==> src/rtl/fetch_pkg.sv <==
`default_nettype none
// ============================================================================
// Module      : fetch_pkg
// Description : Shared types and constants for the instruction fetch stage.
// Revision    : 1.0 - initial release
// ============================================================================
package fetch_pkg;

    localparam int FETCH_XLEN = 32;
    localparam logic [FETCH_XLEN-1:0] NOP_INSTR = 32'h0000_0013;

    typedef enum logic [1:0] {
        IDLE = 2'd0,
        WAIT = 2'd1,
        DROP = 2'd2
    } fetch_state_e;

    typedef struct packed {
        logic [FETCH_XLEN-1:0] pc;
        logic [FETCH_XLEN-1:0] instr;
        logic                  misalign;
    } fetch_entry_t;

endpackage
`default_nettype wire

==> src/rtl/instr_fetch_unit_if.sv <==
`default_nettype none
// ============================================================================
// Module      : instr_fetch_unit_if
// Description : Instruction memory req/gnt/rvalid bus between fetch and memory.
// Revision    : 1.0 - initial release
// ============================================================================
interface instr_fetch_unit_if #(
    parameter int DATA_WIDTH = 32
);
    logic                  mem_req_o;
    logic [DATA_WIDTH-1:0] mem_addr_o;
    logic                  mem_gnt_i;
    logic                  mem_rvalid_i;
    logic [DATA_WIDTH-1:0] mem_rdata_i;

    modport master (
        output mem_req_o,
        output mem_addr_o,
        input  mem_gnt_i,
        input  mem_rvalid_i,
        input  mem_rdata_i
    );

    modport slave (
        input  mem_req_o,
        input  mem_addr_o,
        output mem_gnt_i,
        output mem_rvalid_i,
        output mem_rdata_i
    );
endinterface
`default_nettype wire

==> src/rtl/fetch_fifo.sv <==
`default_nettype none
// ============================================================================
// Module      : fetch_fifo
// Description : Small register FIFO of fetched entries; flush beats push/pop.
// Revision    : 1.0 - initial release
// ============================================================================
module fetch_fifo
    import fetch_pkg::*;
#(
    parameter int  DEPTH = 2,
    parameter type T     = fetch_entry_t
) (
    input  wire logic                 clk,
    input  wire logic                 rst,
    input  wire logic                 i_push,
    input  wire T                     i_data,
    input  wire logic                 i_pop,
    input  wire logic                 i_flush,
    output T                          o_head,
    output logic                      o_full,
    output logic                      o_empty,
    output logic [$clog2(DEPTH):0]    o_count
);

    localparam int c_PTR_W = (DEPTH > 1) ? $clog2(DEPTH) : 1;
    localparam int c_CNT_W = $clog2(DEPTH) + 1;

    T                     r_mem [DEPTH];
    logic [c_PTR_W-1:0]   r_wr_ptr;
    logic [c_PTR_W-1:0]   r_rd_ptr;
    logic [c_CNT_W-1:0]   r_count;
    logic                 w_do_push;
    logic                 w_do_pop;

    assign o_full    = (r_count == c_CNT_W'(DEPTH));
    assign o_empty   = (r_count == '0);
    assign o_count   = r_count;
    assign o_head    = r_mem[r_rd_ptr];

    // A full FIFO still accepts a push when the head leaves in the same cycle
    assign w_do_pop  = i_pop && !o_empty;
    assign w_do_push = i_push && (!o_full || w_do_pop);

    always_ff @(posedge clk or posedge rst) begin
        if (rst) begin
            r_wr_ptr <= '0;
            r_rd_ptr <= '0;
            r_count  <= '0;
            for (int i = 0; i < DEPTH; i++) begin
                r_mem[i] <= '0;
            end
        end else if (i_flush) begin
            r_wr_ptr <= '0;
            r_rd_ptr <= '0;
            r_count  <= '0;
        end else begin
            if (w_do_push) begin
                r_mem[r_wr_ptr] <= i_data;
                r_wr_ptr        <= r_wr_ptr + 1'b1;
            end
            if (w_do_pop) begin
                r_rd_ptr <= r_rd_ptr + 1'b1;
            end
            case ({w_do_push, w_do_pop})
                2'b10:   r_count <= r_count + 1'b1;
                2'b01:   r_count <= r_count - 1'b1;
                default: r_count <= r_count;
            endcase
        end
    end

endmodule
`default_nettype wire

==> src/rtl/instr_fetch_unit.sv <==
`default_nettype none
// ============================================================================
// Module      : instr_fetch_unit
// Description : Fetch stage: one outstanding word read, FIFO buffer to decode.
//               Optional misaligned-PC fault entries: FETCH_MISALIGN_CHECK_EN.
// Revision    : 1.0 - initial release
// ============================================================================
module instr_fetch_unit
    import fetch_pkg::*;
#(
    parameter int DATA_WIDTH = FETCH_XLEN,
    parameter int DEPTH      = 2
) (
    input  wire logic                  clk,
    input  wire logic                  rst,
    input  wire logic [DATA_WIDTH-1:0] pc_i,
    input  wire logic                  flush_i,
    output logic                       pc_advance_o,
    instr_fetch_unit_if.master         mem,
    output logic                       instr_valid_o,
    input  wire logic                  instr_ready_i,
    output logic [DATA_WIDTH-1:0]      instr_o,
    output logic [DATA_WIDTH-1:0]      instr_pc_o,
    output logic                       instr_misalign_o
);

    fetch_state_e             r_state;
    fetch_state_e             w_state_nxt;
    logic [DATA_WIDTH-1:0]    r_req_pc;
    logic                     w_req;
    logic                     w_adv;
    logic                     w_push;
    logic                     w_pop;
    logic                     w_full;
    logic                     w_empty;
    logic [$clog2(DEPTH):0]   w_count;
    fetch_entry_t             w_push_entry;
    fetch_entry_t             w_head;
    logic                     w_unused_bits;

    always_ff @(posedge clk or posedge rst) begin
        if (rst) begin
            r_state  <= IDLE;
            r_req_pc <= '0;
        end else begin
            r_state <= w_state_nxt;
            if (w_req && mem.mem_gnt_i) begin
                r_req_pc <= pc_i;
            end
        end
    end

    always_comb begin
        w_state_nxt  = r_state;
        w_req        = 1'b0;
        w_adv        = 1'b0;
        w_push       = 1'b0;
        w_push_entry = '0;
        unique case (r_state)
            IDLE: begin
`ifdef FETCH_MISALIGN_CHECK_EN
                if (pc_i[1:0] != 2'b00) begin
                    // Fault entry replaces the memory access; the PC still steps
                    if (!flush_i && !w_full) begin
                        w_push       = 1'b1;
                        w_push_entry = '{pc: pc_i, instr: NOP_INSTR, misalign: 1'b1};
                        w_adv        = 1'b1;
                    end
                end else
`endif
                begin
                    w_req = !flush_i && !w_full;
                    if (w_req && mem.mem_gnt_i) begin
                        w_adv       = 1'b1;
                        w_state_nxt = WAIT;
                    end
                end
            end
            WAIT: begin
                if (mem.mem_rvalid_i) begin
                    w_state_nxt = IDLE;
                    if (!flush_i) begin
                        w_push       = 1'b1;
                        w_push_entry = '{pc: r_req_pc, instr: mem.mem_rdata_i, misalign: 1'b0};
                    end
                end else if (flush_i) begin
                    w_state_nxt = DROP;
                end
            end
            DROP: begin
                if (mem.mem_rvalid_i) begin
                    w_state_nxt = IDLE;
                end
            end
            default: w_state_nxt = IDLE;
        endcase
    end

    // Reset forces the state to IDLE, so the request must be masked explicitly
    assign mem.mem_req_o  = w_req && !rst;
    assign pc_advance_o   = w_adv && !rst;
    assign mem.mem_addr_o = {pc_i[DATA_WIDTH-1:2], 2'b00};

    assign w_pop = instr_valid_o && instr_ready_i;

    fetch_fifo #(
        .DEPTH (DEPTH),
        .T     (fetch_entry_t)
    ) u_fifo (
        .clk     (clk),
        .rst     (rst),
        .i_push  (w_push),
        .i_data  (w_push_entry),
        .i_pop   (w_pop),
        .i_flush (flush_i),
        .o_head  (w_head),
        .o_full  (w_full),
        .o_empty (w_empty),
        .o_count (w_count)
    );

    assign instr_valid_o = !w_empty;
    assign instr_o       = w_head.instr;
    assign instr_pc_o    = w_head.pc;

`ifdef FETCH_MISALIGN_CHECK_EN
    assign instr_misalign_o = w_head.misalign;
    assign w_unused_bits    = ^w_count;
`else
    assign instr_misalign_o = 1'b0;
    assign w_unused_bits    = ^{w_count, w_head.misalign};
`endif

endmodule
`default_nettype wire

==> src/flat_wrapper.sv <==
// flat-port wrapper written by rule: the top's interface ports become plain ports
module instr_fetch_unit_flat import fetch_pkg::*;
#(
    parameter int DATA_WIDTH = FETCH_XLEN,
    parameter int DEPTH      = 2
)
  (clk, rst, pc_i, flush_i, pc_advance_o, instr_valid_o, instr_ready_i, instr_o, instr_pc_o, instr_misalign_o, mem_mem_req_o, mem_mem_addr_o, mem_mem_gnt_i, mem_mem_rvalid_i, mem_mem_rdata_i);
  instr_fetch_unit_if #(.DATA_WIDTH(DATA_WIDTH)) mem_i ();
  input  wire logic clk;
  input  wire logic rst;
  input  wire logic [DATA_WIDTH-1:0] pc_i;
  input  wire logic flush_i;
  output logic pc_advance_o;
  output logic instr_valid_o;
  input  wire logic instr_ready_i;
  output logic [DATA_WIDTH-1:0] instr_o;
  output logic [DATA_WIDTH-1:0] instr_pc_o;
  output logic instr_misalign_o;
  output wire logic [$bits(mem_i.mem_req_o)-1:0] mem_mem_req_o;
  output wire logic [$bits(mem_i.mem_addr_o)-1:0] mem_mem_addr_o;
  input wire logic [$bits(mem_i.mem_gnt_i)-1:0] mem_mem_gnt_i;
  input wire logic [$bits(mem_i.mem_rvalid_i)-1:0] mem_mem_rvalid_i;
  input wire logic [$bits(mem_i.mem_rdata_i)-1:0] mem_mem_rdata_i;
  assign mem_mem_req_o = mem_i.mem_req_o;
  assign mem_mem_addr_o = mem_i.mem_addr_o;
  assign mem_i.mem_gnt_i = mem_mem_gnt_i;
  assign mem_i.mem_rvalid_i = mem_mem_rvalid_i;
  assign mem_i.mem_rdata_i = mem_mem_rdata_i;
  instr_fetch_unit #(.DATA_WIDTH(DATA_WIDTH), .DEPTH(DEPTH)) u_core (.clk(clk), .rst(rst), .pc_i(pc_i), .flush_i(flush_i), .pc_advance_o(pc_advance_o), .mem(mem_i), .instr_valid_o(instr_valid_o), .instr_ready_i(instr_ready_i), .instr_o(instr_o), .instr_pc_o(instr_pc_o), .instr_misalign_o(instr_misalign_o));
endmodule
==> config.mk <==
export PLATFORM = sky130hd
export DESIGN_NAME = instr_fetch_unit_flat
export DESIGN_NICKNAME = d
export VERILOG_FILES = /design/src/rtl/fetch_pkg.sv /design/src/rtl/instr_fetch_unit_if.sv /design/src/rtl/fetch_fifo.sv /design/src/rtl/instr_fetch_unit.sv /design/src/flat_wrapper.sv
export SDC_FILE = /design/constraint.sdc
export NUM_CORES = 1
export LEC_CHECK = 0
export CAP_MARGIN = 20
export CORE_MARGIN = 4
export CORE_UTILIZATION = 35
export CTS_CLUSTER_SIZE = 10
export DETAILED_ROUTE_END_ITERATION = 10
export PLACE_DENSITY_LB_ADDON = 0.05
export SLEW_MARGIN = 20
export SYNTH_ARGS = -nofsm -noshare
export SYNTH_HDL_FRONTEND = slang
export SYNTH_SLANG_ARGS = --single-unit
==> constraint.sdc <==
create_clock -name clk -period 9.7 [get_ports clk]
set_clock_uncertainty 0.1 [all_clocks]
set_input_delay 1.94 -clock clk [delete_from_list [all_inputs] [get_ports clk]]
set_output_delay 1.94 -clock clk [all_outputs]
set_load 0.03 [all_outputs]
==> results.cfg <==
[die]
initial_core_util_pct = 35.98
core-area_um2 = 21220
die-area_um2 = 24240
die_y_um = 155.7
die_w_um = 155.7
pin_count = 170
rows = 53

[synth]
yosys.area.top_type_share_pct = 54.40
async_flop_share_pct = 100.0
synthCells = 487
yosysSeqAreaShare_pct = 54.40
synth_top_family_by_area = multiplexers
synth.distinct_cells = 34
synthXorXnorAreaFrac_pct = 0.1147
yosys-top-cells-area = dfrtp_1 (54%), mux2_2 (24%), mux2_4 (12%)
synth_enable_flop_cells = 0
synth_commonest_cells = dfrtp_1 (166), mux2_2 (165), mux2_4 (59), buf_4 (39), clkbuf_1 (8)
synth_most_common_cell = dfrtp_1
synthAdderAreaFrac_pct = 0
avgSynthCellArea_um2 = 15.68
ys_warn_count = 0
synth_ff_type = dfrtp_1
synth_top_cell_by_area = dfrtp_1
syn_area_um2 = 7636
yosys_register_bits = 166
synth_mux_area_share_pct = 35.93
synth_compound_area_share_pct = 0.7701
synth-simple-area-share_pct = 2.310

[critical_path]
worstPathMaxFanout = 68
cp-end-kind = primary output
crit_path_start_kind = input pin
worstPathArrival_ps = 4040
crit_type = input pin to primary output
cp.required_ps = 7660

[detailed_routing]
vias = 4297
totalWireLength_um = 16440
vias_per_cell = 4.717
route.detailed.drc = 0
drtAntennaViolNets = 0
wl_per_cell_um = 18.05
drt_iter0_markers = 143
drt_pass1_iterations = 4

[global_route]
first_global_vias = 4803
grt_overflow = 0
grt_pass1_wl_um = 26300
antenna_found_initial = 0
gr-usage-all-layers_pct = 13.75
grt_start_max_net_pins = 69

[worst_hold_path]
hold_path.class = flip-flop to flip-flop

[sta]
tns_ps = 0
setup_viol = 0
finalHoldViolations = 0
period_share_pct = 62.70
max_slew_margin_pct = 36.65
rsz0062_at_grt = no
fmax_ghz = 0.1644
slew_violations = 0
worst_slew_pin_slew_ps = 950.2
final.min_clock_period_ps = 6082

[final_layout]
n_fill_cell = 1877
num_antenna_cells = 0
fin_nets = 693
syn2layout_area_growth_pct = 28.69
drive_above_1_share_pct = 42.77
design_area_um2 = 9827

[clocking]
ctsHoldBuffers = 0
cts_tree = built
path_clk_slew_ps = 60
clk-insertion-delay-late_ps = 410
clock_path_buffers = 2
cts_num_sinks = 166
cts_resized = 0
post_cts_buffers = 0
cts_root_buf = clkbuf_16
numCtsBuffers = 17
cts-htree-levels = 4

[power]
p_per_area_nw_per_um2 = 249.5
p_leak_nw = 4.514
ir_drop_v = 0.0001137

[run_status]
status = finished clean

[placed_design]
place_area_um2 = 9250
routabilityCongestion = 0.7074
io_buffers = 166
dp_hpwl_um = 10380

[flow_run]
drv_cap = 0
-- state kept, by name, indices dropped and copies added, names as in the netlist --
name / flops
u_core.r_req_pc: 32
u_core.u_fifo.o_count: 2
u_core.u_fifo.r_wr_ptr: 1
u_core.u_fifo.r_mem: 128
u_core.u_fifo.r_rd_ptr: 1
u_core.r_state: 2
-- cells in the final DEF, fill, tap and decap left out, types with 2 or more instances in the layout --
cell type and instances:
nand3b_1 2, clkdlybuf4s50_1 166, clkinv_4 2, clkinvlp_4 5, clkbuf_8 2, inv_6 5, mux2_2 165, inv_1 2
o21ai_0 3, a21oi_1 2, dfrtp_1 165, nor2_1 4, conb_1 3, clkbuf_16 17, nand4_1 2, mux2_4 59
buf_4 7, nor3_1 2
-- kinds of logic (layout without fill, tap and decap cells) --
kind of cell / Yosys count / in the layout
simple gates: 24 / 24
xor+xnor: 1 / 1
flops: 166 / 166
buf+inv: 62 / 209
other cells: 1 / 3
compound gates: 9 / 9
mux: 224 / 224
-- final timing paths --
| kind | from | end | slack (ps) | cells after the start |
|---|---|---|---|---|
| worst min-delay path | u_core.u_fifo.r_mem[63] | u_core.u_fifo.r_mem[63] | 400 | 1 |
| worst max register to register | u_core.u_fifo.o_count[0] | u_core.u_fifo.r_mem[116] | 7020 | 4 |
| worst max-delay path | rst | pc_advance_o | 3620 | 5 |
| min in group asynchronous | rst | u_core.u_fifo.r_mem[75] | 1890 | 2 |
| worst min register to register | u_core.u_fifo.r_mem[63] | u_core.u_fifo.r_mem[63] | 400 | 1 |
| max in group asynchronous | rst | u_core.u_fifo.r_rd_ptr | 6460 | 3 |
-- metrics by stage --
stage	hold WS, ps	util (%)	instances	power (W)	setup WS, ps
floorplan	373.6	-	489	0.001499	1093
global placement	381.1	43.54	878	0.001799	3596
detailed placement	387.1	43.59	879	0.001815	3590
CTS	401.5	46.31	911	0.002491	3572
global route	413.4	46.31	911	0.002575	3447
finish	399.3	46.31	911	0.002452	3618
-- power breakdown --
group | internal, W | switching, W
Sequential | 0.000848 | 0.0000863
Combinational | 0.000461 | 0.000400
Clock | 0.000372 | 0.000285
-- layout make-up --
class                   instances  area (um^2)  share of cell area (%)
well taps                     275        344.1                   3.501
inverters                       3        16.27                  0.1655
multi-input cells             261         3009                   30.62
repair buffers                174         1725                   17.56
clock inverters                12        120.1                   1.222
clock buffers                  20        456.7                   4.647
flip-flops and latches        166         4155                   42.28
-- worst max-delay path, stage by stage --
cell             delay, ps
clkdlybuf4s50_1        470
inv_6                  460
and4_1                 320
and2_1                 130
clkdlybuf4s50_1        670
-- routing by layer --
metal	part of all wire, %	track usage (%)
met4	1.2	4.043
met1	47	18.54
met5	0	0
met3	4.8	3.190
met2	47	22.25
Note: power is estimated with default switching activity, not from simulation.
